[src/rtl/seq_mult_pkg.sv]
// Shared types and helpers for the seq_mult shift-and-add multiplier.
package seq_mult_pkg;

  typedef enum logic [1:0] {
    IDLE = 2'd0,
    RUN  = 2'd1,
    DONE = 2'd2
  } state_e;

  // Iteration counter width: must hold 0..WIDTH-1 with headroom.
  function automatic int unsigned cnt_w(input int unsigned width);
    return $clog2(width) + 1;
  endfunction

endpackage

[src/rtl/seq_mult_ctrl.sv]
// Control FSM and iteration counter for seq_mult; issues load/step/finish strobes.
module seq_mult_ctrl
  import seq_mult_pkg::*;
#(
  parameter int unsigned WIDTH = 4
) (
  input  logic clk,
  input  logic rst_n,
  input  logic in_valid_i,
  input  logic out_ready_i,
  input  logic early_done_i,
  output logic in_ready_o,
  output logic busy_o,
  output logic out_valid_o,
  output logic load_o,
  output logic step_o,
  output logic finish_o
);

  localparam int unsigned CNT_W = cnt_w(WIDTH);

  state_e             state_q;
  logic [CNT_W-1:0]   count_q;
  logic               last_c;

  assign in_ready_o  = (state_q == IDLE);
  assign busy_o      = (state_q == RUN);
  assign out_valid_o = (state_q == DONE);

  assign last_c   = (count_q == CNT_W'(WIDTH - 1));
  assign load_o   = in_valid_i && (state_q == IDLE);
  assign step_o   = (state_q == RUN);
  assign finish_o = step_o && (last_c || early_done_i);

  always_ff @(posedge clk) begin
    if (!rst_n) begin
      state_q <= IDLE;
      count_q <= '0;
    end else begin
      case (state_q)
        IDLE: begin
          if (load_o) begin
            state_q <= RUN;
            count_q <= '0;
          end
        end
        RUN: begin
          count_q <= count_q + CNT_W'(1);
          if (finish_o) state_q <= DONE;
        end
        DONE: begin
          if (out_ready_i) state_q <= IDLE;
        end
        default: state_q <= IDLE;
      endcase
    end
  end

endmodule

[src/rtl/seq_mult.sv]
// Sequential shift-and-add unsigned multiplier, one multiplier bit per clock.
// Optional SEQ_MULT_EARLY_EXIT_EN: finish as soon as the remaining multiplier bits are zero.
module seq_mult
  import seq_mult_pkg::*;
#(
  parameter int unsigned WIDTH = 4
) (
  input  logic               clk,
  input  logic               rst_n,
  input  logic               in_valid,
  output logic               in_ready,
  input  logic [WIDTH-1:0]   a,
  input  logic [WIDTH-1:0]   b,
  output logic               out_valid,
  input  logic               out_ready,
  output logic [2*WIDTH-1:0] product,
  output logic               busy
);

  localparam int unsigned PW = 2 * WIDTH;

  logic [PW-1:0]    mcand_q, mcand_d;
  logic [WIDTH-1:0] mplier_q, mplier_d;
  logic [PW-1:0]    acc_q, acc_d;
  logic [PW-1:0]    product_q, product_d;
  logic [PW-1:0]    sum_c;
  logic             load_c, step_c, finish_c, early_done_c;

`ifdef SEQ_MULT_EARLY_EXIT_EN
  // Next multiplier value (after this edge's shift) carries no more set bits.
  assign early_done_c = (mplier_q[WIDTH-1:1] == '0);
`else
  assign early_done_c = 1'b0;
`endif

  seq_mult_ctrl #(.WIDTH(WIDTH)) u_ctrl (
    .clk          (clk),
    .rst_n        (rst_n),
    .in_valid_i   (in_valid),
    .out_ready_i  (out_ready),
    .early_done_i (early_done_c),
    .in_ready_o   (in_ready),
    .busy_o       (busy),
    .out_valid_o  (out_valid),
    .load_o       (load_c),
    .step_o       (step_c),
    .finish_o     (finish_c)
  );

  assign sum_c = acc_q + (mplier_q[0] ? mcand_q : '0);

  always_comb begin
    mcand_d   = mcand_q;
    mplier_d  = mplier_q;
    acc_d     = acc_q;
    product_d = product_q;
    if (load_c) begin
      mcand_d  = {{WIDTH{1'b0}}, a};
      mplier_d = b;
      acc_d    = '0;
    end else if (step_c) begin
      acc_d    = sum_c;
      mcand_d  = mcand_q << 1;
      mplier_d = mplier_q >> 1;
      if (finish_c) product_d = sum_c;
    end
  end

  always_ff @(posedge clk) begin
    if (!rst_n) begin
      mcand_q   <= '0;
      mplier_q  <= '0;
      acc_q     <= '0;
      product_q <= '0;
    end else begin
      mcand_q   <= mcand_d;
      mplier_q  <= mplier_d;
      acc_q     <= acc_d;
      product_q <= product_d;
    end
  end

  assign product = product_q;

endmodule
[config.mk]
export PLATFORM = sky130hd
export DESIGN_NAME = seq_mult
export DESIGN_NICKNAME = d
export VERILOG_FILES = /design/src/rtl/seq_mult_pkg.sv /design/src/rtl/seq_mult_ctrl.sv /design/src/rtl/seq_mult.sv
export SDC_FILE = /design/constraint.sdc
export NUM_CORES = 1
export LEC_CHECK = 0
export CORE_MARGIN = 2
export CORE_UTILIZATION = 49
export CTS_CLUSTER_SIZE = 10
export DETAILED_ROUTE_END_ITERATION = 10
export PLACE_DENSITY = 0.75
export SYNTH_ARGS = -nofsm -noshare
export SYNTH_HDL_FRONTEND = slang
export SYNTH_SLANG_ARGS = --single-unit
[constraint.sdc]
create_clock -name clk -period 1.9 [get_ports clk]
set_input_delay 0.19 -clock clk [delete_from_list [all_inputs] [get_ports clk]]
set_output_delay 0.19 -clock clk [all_outputs]
set_load 0.05 [all_outputs]
==> impl_metrics.tcl, run 1 <==
set metrics [dict create \
    viasPerCell 5.22 \
    status "complete, no violations" \
    htreeDepth 2 \
    required_ps 2150 \
    dieHeight_um 62.8 \
    path_cells "buf_4, and2_1, ha_1, nor2b_1, a221oi_1, o311ai_2, nand2_1, a21oi_1" \
    coreArea_mm2 0.00334 \
    hold_violations 0 \
    cp_slowest_cell "dfxtp_4" \
    leakage_uw 0.000834 \
    initial_utilization_pct 50.7 \
    cap_violations 0 \
    whs_ps 404 \
    cts_made_buffers 5 \
    avgSynthCellArea_um2 8.46 \
    end_kind "flip-flop" \
    power_density_mw_per_mm2 608 \
    portBuffers 22 \
    grt_antenna_before_repair 0 \
    crit_fanout 7 \
    min_path_type "in2reg" \
    hpwl_mm 2.60 \
    fin_cells 278 \
    critical_path_arrival_ps 2100 \
    tightestPinTransition_ps 527 \
    syn_area_mm2 0.00169 \
    seq_area_frac_synth_pct 39.0 \
    fill_cells 298 \
    crit_family "compound AO/OA/AOI/OAI gates" \
    grt_max_degree 19 \
    area_growth_pct 24.2 \
    ir_worst_vdd_mv 0.392 \
    slowest_delay_ps 370 \
    cts_sinks 33 \
    postRouteAntennaNets 0 \
    grt_use_total_pct 18.9 \
    setup_viol 0 \
    nets 253 \
    final_cell_mix "43 x nand2_1, 32 x dfxtp_1, 19 x clkdlybuf4s50_1" \
    overflow 0 \
    wl_mm 3.41 \
    rsz0062_at_grt "true" \
    cts.reportedPaths.clkPinSlew_ps 120 \
    start_kind "flip-flop" \
    grt_pass1_vias 1350 \
    synth-xor-area-share_pct 2.07 \
    die_w_um 62.8 \
    fin_skew_ps 16.2 \
    slew_viol_final 0 \
    place_congestion 0.775 \
    vias 1451 \
    critical_path_class "reg2reg" \
    dieArea_mm2 0.00394 \
    pin_count 23 \
    drive_above_1_share_pct 15.1 \
    post-route-period-util_pct 97.6 \
    worstSkewPairLatency_ps 340 \
    yosys.area_share.simple_pct 22.6 \
    multi_input_area_um2 971 \
    synth_compound_area_share_pct 22.6 \
    grt_pass1_wl_mm 5.93 \
    max_slew_margin_pct 64.8 \
    drc 0 \
    synthAdderAreaFrac_pct 7.83 \
    cts_tree "built" \
    drt-pass1-iter-count 4 \
    dp_cells 269 \
    clockBufferDepth 2 \
    rows 21 \
    drt_iter0_markers 78 \
    placed_area_mm2 0.00201 \
    path_buf_inv 1 \
    n_antenna_cell 0 \
    yosysWarnings 0 \
    synthMuxAreaShare_pct 1.18 \
    cts_hold_buf 0 \
    synth_fp_nets 222 \
    synth.distinct_cells 41 \
    clock-root-buffer "clkbuf_4" \
    ys_ff_latch 33 \
    post_drt_wl_per_cell_um 12.3 \
    fin_crit_ps 1850 \
    synth_top_family_by_area "compound AO/OA/AOI/OAI gates" \
    fin_setup_tns_ps 0 \
    design_area_mm2 0.00210 \
    syn-instance-count 200 \
    layout_commonest_cell "nand2_1" \
    clock.fmax_ghz 0.540 \
    regArea_um2 664 \
]
## registers in the layout, indices dropped and copies added, names as in the netlist
signal / flops
mcand_q: 8
acc_q: 8
mplier_q: 4
product: 8
u_ctrl.state_q: 2
u_ctrl.count_q: 3
## cell usage after synthesis (all sizes together)
| master | n | area (um^2) |
|---|---|---|
| a21oi | 13 | 65.1 |
| ha | 9 | 113 |
| nor2 | 9 | 36.3 |
| a41oi | 1 | 16.3 |
| dfxtp | 33 | 661 |
| a211oi | 3 | 32.5 |
| nor3b | 1 | 7.51 |
| or3b | 1 | 8.76 |
| and2 | 11 | 70.1 |
| o21a | 2 | 15.0 |
| a21o | 2 | 15.0 |
| nand2b | 2 | 12.5 |
| a31o | 1 | 8.76 |
| a22oi | 6 | 45.0 |
| clkbuf | 4 | 15.0 |
| o311ai | 2 | 25.0 |
| o31a | 1 | 8.76 |
| fa | 1 | 20.0 |
| nand3b | 1 | 7.51 |
| a21boi | 13 | 97.6 |
| nand3 | 7 | 35.0 |
| xnor2 | 3 | 26.3 |
| buf | 6 | 35.0 |
| nor3 | 1 | 5.00 |
| nor2b | 5 | 38.8 |
| o211a | 1 | 10.0 |
| nand2 | 43 | 161 |
| o21ai | 7 | 35.0 |
| mux2i | 2 | 20.0 |
| a221oi | 1 | 8.76 |
| xor2 | 1 | 8.76 |
| inv | 7 | 28.8 |
## worst min-delay path: stages
cell	delay [ps]
clkdlybuf4s50_1	390
nand2_1	50
a21boi_0	60
## repair_timing
item | 4_1_cts | 5_1_grt
buffers inserted | 0 | 1
pin swaps | 0 | 5
endpoints found under the setup margin | 7 | 8
endpoints found under the hold margin | 0 | 0
gates resized for setup | 2 | 8
## layer usage
layer	wire length, um	vias up	global-route usage, %
li1	-	750	-
met1	1560	665	23.4
met2	1680	31	31.9
met3	127	5	5.41
met4	42	0	5.83
met5	0	-	0
## worst paths after layout
kind                     from     endpoint  slack, ps  cells after the start
hold reg to reg    product[6]   product[6]        470                      2
hold / removal           b[3]  mplier_q[3]        400                      3
setup / recovery  mplier_q[0]     acc_q[6]         50                      8
setup reg to reg  mplier_q[0]     acc_q[6]         50                      8
## metrics by stage
stage | utilization [%] | setup slack (ps) | total power (uW)
after floorplan | - | 70.5 | 839
after global placement | 60.3 | 22.5 | 905
after detailed placement | 60.3 | -51.8 | 906
after CTS | 62.1 | 13.4 | 1290
after global routing | 63.0 | -42.6 | 1350
final | 63.0 | 46.4 | 1280
## kinds of logic after synthesis
logic type / after synthesis
AOI/OAI and AO/OA: 53
xor gates and xnor gates: 4
adders and majority gates: 10
buffers and inverters: 17
DFF: 33
muxes: 2
and+or+nand+nor: 81
## power by group
| group | internal [uW] | switching [uW] | total [uW] |
|---|---|---|---|
| logic | 74.5 | 93.6 | 168 |
| registers | 710 | 14.0 | 724 |
| clock network | 139 | 246 | 386 |
| total | 924 | 354 | 1280 |
## layout make-up
class                   count  area share [%]
clock inverters             3           0.833
flip-flops and latches     33            31.6
inverters                   7            1.37
clock buffers               5            1.79
well taps                  46            2.74
repair buffers             34            15.5
multi-input cells         150            46.2
(Power assumes the default switching activity.)
==> run 2: changes to the inputs <==
--- a/config.mk
+++ b/config.mk
@@ -5,6 +5,7 @@
 export SDC_FILE = /design/constraint.sdc
 export NUM_CORES = 1
 export LEC_CHECK = 0
+export CAP_MARGIN = 20
 export CORE_MARGIN = 2
 export CORE_UTILIZATION = 49
 export CTS_CLUSTER_SIZE = 10
==> results of run 2 <==
Same layout as run 1: the final DEF is identical, and so are final timing and power.
==> run 3: changes to the inputs <==
--- a/config.mk
+++ b/config.mk
@@ -6,7 +6,6 @@
 export NUM_CORES = 1
 export LEC_CHECK = 0
 export CAP_MARGIN = 20
-export CORE_MARGIN = 2
 export CORE_UTILIZATION = 49
 export CTS_CLUSTER_SIZE = 10
 export DETAILED_ROUTE_END_ITERATION = 10
==> impl_metrics.tcl, run 3 (synthesis gave the netlist of run 1 again) <==
set metrics [dict create \
    fin_skew_ps 9.99 \
    clock-root-buffer "clkbuf_4" \
    hold_violations 0 \
    cts_tree "built" \
    drt-pass1-iter-count 5 \
    dp_cells 266 \
    hpwl_mm 2.70 \
    cts_made_buffers 5 \
    min_path_type "in2reg" \
    tightestPinTransition_ps 500 \
    start_kind "flip-flop" \
    ir_worst_vdd_mv 0.617 \
    critical_path_class "reg2reg" \
    placed_area_mm2 0.00200 \
    rsz0062_at_grt "true" \
    nets 253 \
    final_core_util_pct 69.8 \
    htreeDepth 2 \
    final_cell_mix "43 x nand2_1, 32 x dfxtp_1, 19 x clkdlybuf4s50_1" \
    grt_pass1_wl_mm 6.19 \
    slew_viol_final 0 \
    status "finished with violations" \
    multi_input_area_mm2 0.00104 \
    drive_above_1_share_pct 19.0 \
    portBuffers 22 \
    drc 0 \
    max_slew_margin_pct 66.6 \
    crit_fanout 6 \
    dieHeight_um 60.8 \
    n_antenna_cell 0 \
    coreArea_mm2 0.00315 \
    regArea_um2 664 \
    grt_max_degree 19 \
    clock.fmax_ghz 0.509 \
    initial_utilization_pct 53.7 \
    fin_cells 276 \
    grt_busiest_layer "met2" \
    clockBufferDepth 2 \
    fill_cells 256 \
    pin_count 23 \
    grt_util_met3_pct 7.46 \
    power_density_mw_per_mm2 665 \
    area_growth_pct 29.9 \
    post-route-period-util_pct 103 \
    layout_commonest_cell "nand2_1" \
    setup_viol 2 \
    cts_hold_buf 0 \
    worstSkewPairLatency_ps 340 \
    overflow 0 \
    rows 20 \
    drt_iter0_markers 121 \
    grt_antenna_before_repair 0 \
    fin_ws_ps -65.7 \
    post_drt_wl_per_cell_um 14.5 \
    design_area_mm2 0.00220 \
    vias 1509 \
    postRouteAntennaNets 0 \
    fin_setup_tns_ps -96.0 \
    critical_path_arrival_ps 2240 \
    place_congestion 0.821 \
    met1_usage_pct 27.0 \
    whs_ps 416 \
    die_w_um 60.8 \
    grt_use_total_pct 23.0 \
    required_ps 2180 \
    dieArea_mm2 0.00369 \
    grt_pass1_vias 1430 \
    leakage_uw 0.000832 \
    wl_mm 4.01 \
    cap_violations 0 \
    end_kind "flip-flop" \
    grt_util_met2_pct 38.8 \
    cts.reportedPaths.clkPinSlew_ps 110 \
    violations "negative setup slack" \
    cts_sinks 33 \
    fin_crit_ps 1970 \
    viasPerCell 5.47 \
]
run 3: cell count changes in the layout (fill, tap and decap cells not counted), sizes merged:
cell	before	now
dlymetal6s2s	2	1
clkinv	2	0
clkbuf	5	6
dlygate4sd2	0	1
bufinv	0	1
run 3: final timing paths:
check	from	end	slack, ps	cells past startpoint
hold / removal	a[0]	mcand_q[0]	420	3
hold reg to reg	product[4]	product[4]	460	2
setup / recovery	mplier_q[0]	acc_q[6]	-70	9
setup reg to reg	mplier_q[0]	acc_q[6]	-70	9
run 3: per-layer routing:
metal  wire, um  vias up
li1           -      747
met4         44        0
met5          0        -
met3        172        4
met1       1810      715
met2       1990       43
run 3: power by group:
group	switching (uW)	internal, uW
clock	251	313
combinational	99.5	74.7
sequential	14.2	710
total	365	1100
run 3: critical path: stages, from the launching register on:
cell and delay, ps:
dfxtp_4 370, and2_4 140, ha_4 150, inv_2 60, fa_2 230, nor2b_4 60
o31a_1 340, o311ai_4 300, nand2_1 120, a21oi_2 140
run 3: final cells by class:
type,count,share of cell area [%]
Multi-Input combinational cell,150,47.3
Sequential cell,33,30.2
Timing Repair Buffer,34,14.6
Tap cell,44,2.50
Clock buffer,6,2.33
Clock inverter,2,1.71
Inverter,7,1.31
run 3: stage by stage:
stage	total power [uW]	worst slack, ps
final	1460	-65.7
after global routing	1510	-142
after CTS	1460	5.71
after detailed placement	911	-15.8
after global placement	906	68.4
after floorplan	839	70.5
run 3: repair_timing:
item,CTS,global route
setup buffers,0,2
gates resized for setup,4,19
pin swaps,1,10
endpoints found under the setup margin,5,10
endpoints found under the hold margin,0,0
